`config.mk`:
```
export PLATFORM = sky130hd
export DESIGN_NAME = boot_load_sequencer_flat
export DESIGN_NICKNAME = d
export VERILOG_FILES = /design/src/rtl/boot_load_sequencer_if.sv /design/src/rtl/boot_load_sequencer.sv /design/src/flat_wrapper.sv
export SDC_FILE = /design/constraint.sdc
export NUM_CORES = 1
export LEC_CHECK = 0
export CAP_MARGIN = 30
export CORE_MARGIN = 5
export CORE_UTILIZATION = 36
export CTS_BUF_LIST = sky130_fd_sc_hd__clkbuf_4 sky130_fd_sc_hd__clkbuf_8
export CTS_CLUSTER_SIZE = 20
export DETAILED_ROUTE_END_ITERATION = 10
export PLACE_DENSITY = 0.66
export SYNTH_ARGS = -nofsm -noshare
export SYNTH_HDL_FRONTEND = slang
export SYNTH_SLANG_ARGS = --single-unit
```
`constraint.sdc`:
```
create_clock -name clk_sys -period 2.6 [get_ports clk_sys]
set_input_delay 0.26 -clock clk_sys [delete_from_list [all_inputs] [get_ports clk_sys]]
set_output_delay 0.26 -clock clk_sys [all_outputs]
set_load 0.1 [all_outputs]
```
`src/rtl/boot_load_sequencer_if.sv`:
```
// Boot-load bus bundle: start request, synchronous ROM read port, download write port,
// execute handoff and status/checksum outputs. The master side is the sequencer.
interface boot_load_sequencer_if;
    logic        start;
    logic [15:0] rom_addr;
    logic [7:0]  rom_data;
    logic        dn_go;
    logic        dn_wr;
    logic [15:0] dn_addr;
    logic [7:0]  dn_data;
    logic        dn_wait;
    logic        execute_enable;
    logic [15:0] execute_addr;
    logic        busy;
    logic        done;
    logic [7:0]  csum;
    logic        csum_valid;

    modport master (
        input  start, rom_data, dn_wait,
        output rom_addr, dn_go, dn_wr, dn_addr, dn_data,
               execute_enable, execute_addr, busy, done, csum, csum_valid
    );

    modport slave (
        output start, rom_data, dn_wait,
        input  rom_addr, dn_go, dn_wr, dn_addr, dn_data,
               execute_enable, execute_addr, busy, done, csum, csum_valid
    );
endinterface

```
`src/rtl/boot_load_sequencer.sv`:
```
// Copies ROM_LEN bytes from a synchronous boot ROM to a download sink, then pulses execute.
// Optional running checksum of written bytes is enabled by defining BOOT_LOAD_CSUM_EN.
module boot_load_sequencer #(
    parameter int unsigned ROM_LEN   = 276,
    parameter logic [15:0] BASE_ADDR = 16'h0000,
    parameter logic [15:0] EXEC_ADDR = 16'h0000,
    parameter int unsigned WR_HOLD   = 1
) (
    input logic                   clk_sys,
    input logic                   reset,
    boot_load_sequencer_if.master bus
);

    typedef enum logic [2:0] {
        IDLE  = 3'd0,
        FETCH = 3'd1,
        WRITE = 3'd2,
        GAP   = 3'd3,
        EXEC  = 3'd4,
        DONE  = 3'd5
    } state_t;

    localparam logic [15:0] LAST_IDX  = 16'(ROM_LEN - 1);
    localparam logic [15:0] HOLD_LAST = 16'(WR_HOLD - 1);

    state_t      state_q, state_d;
    logic [15:0] index_q, index_d;
    logic [15:0] hold_q, hold_d;
    logic [15:0] dn_addr_q, dn_addr_d;
    logic [7:0]  dn_data_q, dn_data_d;
    logic        start_ok;
    logic        write_done;

    assign start_ok   = ((state_q == IDLE) || (state_q == DONE)) && bus.start;
    assign write_done = (state_q == WRITE) && !bus.dn_wait && (hold_q == HOLD_LAST);

    always_comb begin
        state_d   = state_q;
        index_d   = index_q;
        hold_d    = hold_q;
        dn_addr_d = dn_addr_q;
        dn_data_d = dn_data_q;
        case (state_q)
            IDLE, DONE: begin
                if (start_ok) begin
                    index_d = '0;
                    state_d = FETCH;
                end
            end
            FETCH: begin
                hold_d    = '0;
                dn_data_d = bus.rom_data;
                dn_addr_d = BASE_ADDR + index_q;
                state_d   = WRITE;
            end
            WRITE: begin
                if (write_done) begin
                    state_d = GAP;
                end else if (!bus.dn_wait) begin
                    hold_d = hold_q + 16'd1;
                end
            end
            GAP: begin
                if (index_q == LAST_IDX) begin
                    state_d = EXEC;
                end else begin
                    index_d = index_q + 16'd1;
                    state_d = FETCH;
                end
            end
            EXEC: begin
                state_d = DONE;
            end
            default: begin
                state_d = IDLE;
            end
        endcase
    end

    always_ff @(posedge clk_sys) begin
        if (reset) begin
            state_q   <= IDLE;
            index_q   <= '0;
            hold_q    <= '0;
            dn_addr_q <= '0;
            dn_data_q <= '0;
        end else begin
            state_q   <= state_d;
            index_q   <= index_d;
            hold_q    <= hold_d;
            dn_addr_q <= dn_addr_d;
            dn_data_q <= dn_data_d;
        end
    end

    // The ROM registers its address, so present the next index a cycle early; data lands during FETCH.
    assign bus.rom_addr       = index_d;
    assign bus.dn_go          = (state_q == FETCH) || (state_q == WRITE) || (state_q == GAP);
    assign bus.dn_wr          = (state_q == WRITE);
    assign bus.dn_addr        = dn_addr_q;
    assign bus.dn_data        = dn_data_q;
    assign bus.execute_enable = (state_q == EXEC);
    assign bus.execute_addr   = EXEC_ADDR;
    assign bus.busy           = (state_q == FETCH) || (state_q == WRITE) ||
                                (state_q == GAP)   || (state_q == EXEC);
    assign bus.done           = (state_q == DONE);

`ifdef BOOT_LOAD_CSUM_EN
    logic [7:0] csum_q, csum_d;

    always_comb begin
        csum_d = csum_q;
        if (start_ok) begin
            csum_d = '0;
        end else if (write_done) begin
            csum_d = csum_q + dn_data_q;
        end
    end

    always_ff @(posedge clk_sys) begin
        if (reset) begin
            csum_q <= '0;
        end else begin
            csum_q <= csum_d;
        end
    end

    assign bus.csum       = csum_q;
    assign bus.csum_valid = (state_q == DONE);
`else
    assign bus.csum       = 8'h00;
    assign bus.csum_valid = 1'b0;
`endif

endmodule

```
`src/flat_wrapper.sv`:
```
// flat-port wrapper written by rule: the top's interface ports become plain ports
module boot_load_sequencer_flat 
#(
    parameter int unsigned ROM_LEN   = 276,
    parameter logic [15:0] BASE_ADDR = 16'h0000,
    parameter logic [15:0] EXEC_ADDR = 16'h0000,
    parameter int unsigned WR_HOLD   = 1
)
  (clk_sys, reset, bus_start, bus_rom_data, bus_dn_wait, bus_rom_addr, bus_dn_go, bus_dn_wr, bus_dn_addr, bus_dn_data, bus_execute_enable, bus_execute_addr, bus_busy, bus_done, bus_csum, bus_csum_valid);
  boot_load_sequencer_if bus_i ();
  input logic clk_sys;
  input logic reset;
  input wire logic [$bits(bus_i.start)-1:0] bus_start;
  input wire logic [$bits(bus_i.rom_data)-1:0] bus_rom_data;
  input wire logic [$bits(bus_i.dn_wait)-1:0] bus_dn_wait;
  output wire logic [$bits(bus_i.rom_addr)-1:0] bus_rom_addr;
  output wire logic [$bits(bus_i.dn_go)-1:0] bus_dn_go;
  output wire logic [$bits(bus_i.dn_wr)-1:0] bus_dn_wr;
  output wire logic [$bits(bus_i.dn_addr)-1:0] bus_dn_addr;
  output wire logic [$bits(bus_i.dn_data)-1:0] bus_dn_data;
  output wire logic [$bits(bus_i.execute_enable)-1:0] bus_execute_enable;
  output wire logic [$bits(bus_i.execute_addr)-1:0] bus_execute_addr;
  output wire logic [$bits(bus_i.busy)-1:0] bus_busy;
  output wire logic [$bits(bus_i.done)-1:0] bus_done;
  output wire logic [$bits(bus_i.csum)-1:0] bus_csum;
  output wire logic [$bits(bus_i.csum_valid)-1:0] bus_csum_valid;
  assign bus_i.start = bus_start;
  assign bus_i.rom_data = bus_rom_data;
  assign bus_i.dn_wait = bus_dn_wait;
  assign bus_rom_addr = bus_i.rom_addr;
  assign bus_dn_go = bus_i.dn_go;
  assign bus_dn_wr = bus_i.dn_wr;
  assign bus_dn_addr = bus_i.dn_addr;
  assign bus_dn_data = bus_i.dn_data;
  assign bus_execute_enable = bus_i.execute_enable;
  assign bus_execute_addr = bus_i.execute_addr;
  assign bus_busy = bus_i.busy;
  assign bus_done = bus_i.done;
  assign bus_csum = bus_i.csum;
  assign bus_csum_valid = bus_i.csum_valid;
  boot_load_sequencer #(.ROM_LEN(ROM_LEN), .BASE_ADDR(BASE_ADDR), .EXEC_ADDR(EXEC_ADDR), .WR_HOLD(WR_HOLD)) u_core (.clk_sys(clk_sys), .reset(reset), .bus(bus_i));
endmodule
```
## After elaboration in Yosys (flattened, before gate mapping)

Cells that the tools add are included.

| storage, ports and cells | value |
|---|---|
| register bits after elaboration | 59 |
| input port bits | 12 |
| logic and storage cells | 41 |

| cells by class | value |
|---|---|
| $add $sub $neg | 2 |
| equality and inequality tests | 10 |
| multiplexer cells | 10 |
| reductions and logical operators | 14 |

Operator list:

| kind | count |
|---|---|
| $mux W16 | 4 |
| $pmux W16 S2 | 2 |
| $add A16 B1 Y16 const B | 2 |
| $eq A16 B9 Y1 const B | 1 |
| $logic_not A16 Y1 | 1 |
| $pmux W3 S5 | 1 |
| $mux W3 | 3 |
| $eq A3 B2 Y1 const B | 2 |
| $eq A3 B3 Y1 const B | 2 |
| $logic_or A1 B1 Y1 | 4 |
| $ne A2 B1 Y1 const B | 2 |
| $ne A2 B2 Y1 const B | 2 |
| $eq A3 B1 Y1 const B | 1 |
| $logic_and A1 B1 Y1 | 3 |
| $logic_not A3 Y1 | 1 |
| $reduce_and A3 Y1 | 1 |
| $reduce_and A2 Y1 | 1 |
| $reduce_bool A2 Y1 | 1 |
| $reduce_or A2 Y1 | 1 |
| $logic_not A1 Y1 | 1 |

## Depth between registers and ports, before layout

| depth | value |
|---|---|
| depth in word-level cells | 5 |
| mapped depth | 7 |
| depth with buffers taken out | 7 |

## Least setup slack after synthesis

OpenSTA, ideal clock, no wires.

| path | value |
|---|---|
| path type | reg2reg |
| start point | register u_core.state_q[0] |
| end point | register u_core.index_q[3] |
| library setup time | 75 ps |
| data arrival time | 3,490 ps |
| required time | 2,525 ps |
| path slack | -965 ps |
| cell stages (with the launch flop) | 7 |
| path buffers | 2 |
| period minus slack after synthesis | 3,565 ps |
| cell sequence | dfxtp_1 buf_2 and3b_1 buf_2 nand2_1 o31ai_1 nor2b_1 |

| between the ends | value |
|---|---|
| word-level cells in the longest chain between the ends | 5 |

Ends and longest elaborated chain:

| what | RTL line | source |
|---|---|---|
| from (decl) | boot_load_sequencer.sv:26 | `state_t state_q, state_d;` |
| from (signal assigned) | boot_load_sequencer.sv:88 | `state_q <= state_d;` |
| $eq A3 B3 Y1 or $logic_not A3 Y1 (tied branches) | boot_load_sequencer.sv:34, boot_load_sequencer.sv:43 |  |
| $logic_or A1 B1 Y1 | boot_load_sequencer.sv:34 | `assign start_ok = ((state_q == IDLE) \|\| (state_q == DONE)) && bus.start;` |
| $logic_and A1 B1 Y1 | boot_load_sequencer.sv:34 |  |
| $mux W16 | boot_load_sequencer.sv:45 | `if (start_ok) begin` |
| $pmux W16 S2 (*) | boot_load_sequencer.sv:43 | `case (state_q)` |
| named net bus_rom_addr[3] | flat_wrapper.sv:16 | `output wire logic [$bits(bus_i.rom_addr)-1:0] bus_rom_addr;` |
| to (signal assigned) | boot_load_sequencer.sv:89 | `index_q <= index_d;` |
| to (decl) | boot_load_sequencer.sv:27 | `logic [15:0] index_q, index_d;` |

Mark *: on every way through the listed nets, which the timed path passes. The rest lies on a longest branch.
A chain may end at the register's enable or synchronous reset.

## Worst setup path in the final report

| path | value |
|---|---|
| start point | register u_core.index_q[2] |
| end point | output port bus_rom_addr[11] |

| between the ends | value |
|---|---|
| word-level cells in the longest chain between the ends | 3 |

Ends and longest elaborated chain:

| what | RTL line | source |
|---|---|---|
| $add A16 B1 Y16 or $eq A16 B9 Y1 (tied branches) | boot_load_sequencer.sv:67, boot_load_sequencer.sv:64 |  |
| $mux W16 (*) | boot_load_sequencer.sv:64 | `if (index_q == LAST_IDX) begin` |
| $pmux W16 S2 (*) | boot_load_sequencer.sv:43 |  |
| to (decl) | flat_wrapper.sv:16 |  |

Every way passes the cells marked *; elsewhere a longest branch is shown, timed or not.

==> impl_results.md <==
* Leakage power figure at around 1.6 nW
* Mapped Cells at approximately 390
* Vertical die dimension at slightly above 100 um
* Number of synthesized flops with an enable pin at 0
* TritonCTS clock tree: yes
* Number of distinct standard cells referenced by the synthesized netlist at 50
* Global-route congestion overflow total at 0
* Cell count after placement at between 500 and 600
* Fraction of registers with async set/reset at 0%
* Htree depth at 3
* Kind of path behind the tightest hold check: in2reg
* Clock root buffer: sky130_fd_sc_hd__clkbuf_8
* DR pass1 iterations at 4
* Post-detail-place hpwl at roughly 5500 um
* Number of setup buffers added after CTS at 0
* Final period util at around 97%
* Average cell area after synthesis at 7.92 um^2
* Worst setup slack after placement at 0.251 ns
* Mean number of vias per cell at roughly 5
* Total of hold buffers inserted after clock tree synthesis at 0
* CTS clk-pin slew, worst paths at roughly 0.07 ns
* Area of the placeable core at between 0.008 and 0.009 mm^2
* Crit. End Element: primary output
* Vias in the first global route at between 2k and 3k
* Count of port buffers added during placement at 56
* Effective utilization at floorplan at approximately 37%
* Post-Syn Area at just over 0.003 mm^2
* Result of the run: completed
* Yosys reg bits at 59
* Global routing met1 resource utilization at 18.1%
* Met3 routing resource usage after global routing at 4.30%
* Pin count of the biggest net entering global routing at 29
* CP Data Required Time at between 2 and 2.5 ns
* Layout net count at between 400 and 500
* Achievable Freq at 0.395 GHz
* Maximum root-to-sink buffer count at 2
* Post-synthesis cell type with the largest combined area: sky130_fd_sc_hd__dfxtp_1
* Fraction of the core area covered by cells at the end of the flow at 48.3%
* Tightest Pin Transition at around 0.55 ns
* Number of standard-cell rows in the floorplan at 33
* Sequential share of the synthesized area at between 30% and 40%
* Flip-flop cell with the highest count after synthesis: sky130_fd_sc_hd__dfxtp_1
* Crit path launch type: flop
* Met2 Track Usage GR at 24.5%
* Overall die width at ~100 um
* Maximum fanout count along the critical path at 9
* Final worst hold slack at 0.400 ns
* Layout cell share with drive strength beyond 1 at between 20% and 30%
* Worst-case setup margin in the final layout at ~0.069 ns
* DRC Markers at 0
* Hold Fails Final Rpt at 0
* Count of antenna diodes in the layout at 0
* Number of design-rule violations left by the first detailed-router iteration at around 150
* First-pass GRT wire length at about 12,000 um
* Worst max-slew margin expressed relative to the limit at between 60% and 70%
* Maximum ir drop on the vdd rail at around 0.45 mV
* Number of sinks on the clock net at 59
* Area enclosed by the die boundary at ~0.010 mm^2
* Final instance count without filler cells at 550
* Initial antenna violation count at 0
* Via Count at ~2.8k
* Area share of the leading cell type in the synthesized netlist at 38.4%
* Insertion delay of the later-clocked pin in the worst-skew pair at ~0.34 ns
* Total of max-cap violations at 0
* Number of clock buffers inserted by TritonCTS at 9
* Number of routed nets with antenna violations at 0
* Classification of the worst setup path: reg2out
* Count of pins over their slew limit at 0
* Clock period minus worst slack at 2.53 ns
* Total length of routed wires at approximately 7700 um
* Total routing usage reported by global routing at between 10% and 20%
* Final setup TNS at 0 ns
* Area Overhead vs Synth at 29.7%
* Crit path DAT at approximately 2.3 ns
* Global routing's busiest layer: met2
* Number of warnings issued by yosys at 0
* Final setup fails at 0
* Power density over the cells at 582 mW/mm^2
* Detailed-route wire length per cell at roughly 14 um
* Routability Congestion at between 0.8 and 0.9
* Setup skew after layout at 0.0110 ns
* IO Pins at between 80 and 90
* Dominant cells by area after synthesis: sky130_fd_sc_hd__dfxtp_1, sky130_fd_sc_hd__nand2_1, sky130_fd_sc_hd__a21oi_1
[per-stage QoR]
| step | power, mW | cell area (um^2) |
|---|---|---|
| finish | 2.32 | 3990 |
| global route | 2.42 | 3990 |
| CTS | 2.34 | 3970 |
| detailed placement | 1.42 | 3740 |
| global placement | 1.42 | 3740 |
| floorplan | 1.37 | 3200 |
[report_power, final]
part           internal, mW  total, mW  switching [mW]
clock network         0.558      0.914           0.357
registers             0.917      0.935          0.0177
logic                0.0824      0.471           0.388
[cells in the final DEF (no fill, tap or decap), types with 10 or more instances in the layout]
cell type	instances
sky130_fd_sc_hd__nor2b_1	10
sky130_fd_sc_hd__buf_4	37
sky130_fd_sc_hd__nand3_1	10
sky130_fd_sc_hd__nand2_1	76
sky130_fd_sc_hd__dfxtp_1	58
sky130_fd_sc_hd__nor2_1	27
sky130_fd_sc_hd__a21oi_1	38
sky130_fd_sc_hd__clkdlybuf4s50_1	10
sky130_fd_sc_hd__buf_12	16
sky130_fd_sc_hd__conb_1	25
[cell families after synthesis]
group | after synthesis | synth area share [%]
adders and majority gates | 3 | 1.22
AOI/OAI and AO/OA | 79 | 15.8
buffers and inverters | 54 | 10.5
muxes | 1 | 0.326
DFF | 59 | 38.4
other | 1 | 0.122
xor gates and xnor gates | 11 | 3.14
and+or+nand+nor | 180 | 30.5
[flip-flops by register name, summed over array words and instances (netlist names)]
register and count:
u_core.bus.dn_addr 16, u_core.index_q 16, u_core.hold_q 16, u_core.bus.dn_data 8, u_core.state_q 3
[worst max-delay path, stage by stage, from the launching register on]
cell                      delay (ns)
sky130_fd_sc_hd__dfxtp_1        0.51
sky130_fd_sc_hd__nand4_1        0.29
sky130_fd_sc_hd__or3_1          0.47
sky130_fd_sc_hd__o21ai_1        0.29
sky130_fd_sc_hd__a31oi_2        0.17
sky130_fd_sc_hd__buf_12         0.21
[cell type report]
cell class	count	area [um^2]
Inverter	7	26.3
Multi-Input combinational cell	299	1730
Timing Repair Buffer	64	703
Clock buffer	11	139
Tap cell	105	131
Sequential cell	59	1180
Fill cell	808	4270
Clock inverter	5	77.6
[per-layer routing]
metal	up-vias	routed length (um)
met5	-	0
met4	0	70
met3	8	578
met2	99	3660
met1	1285	3360
li1	1403	-
[synthesized netlist by cell type, drive strengths merged, types with 7 or more instances]
library cell  number
a21oi             39
buf               36
clkbuf            11
dfxtp             59
inv                7
nand2             76
nand3             11
nand4              7
nor2              27
nor2b             10
o21ai             17
or3                7
xnor2              8
[timing repair]
| action | in CTS | in global routing |
|---|---|---|
| pin swaps | 0 | 1 |
| setup endpoints to repair | 2 | 5 |
| gates cloned | 0 | 0 |
| gates resized for setup | 1 | 6 |
[path summary, 6_finish.rpt]
| check | end | depth (start not counted) | slack (ns) | startpoint |
|---|---|---|---|---|
| setup / recovery | bus_rom_addr[11] | 5 | 0.07 | u_core.index_q[2] |
| hold / removal | u_core.index_q[1] | 2 | 0.40 | reset |
| setup reg to reg | u_core.index_q[1] | 6 | 0.64 | u_core.index_q[0] |
| hold reg to reg | u_core.bus.dn_addr[1] | 2 | 0.45 | u_core.bus.dn_addr[1] |
(Power assumes the default switching activity.)
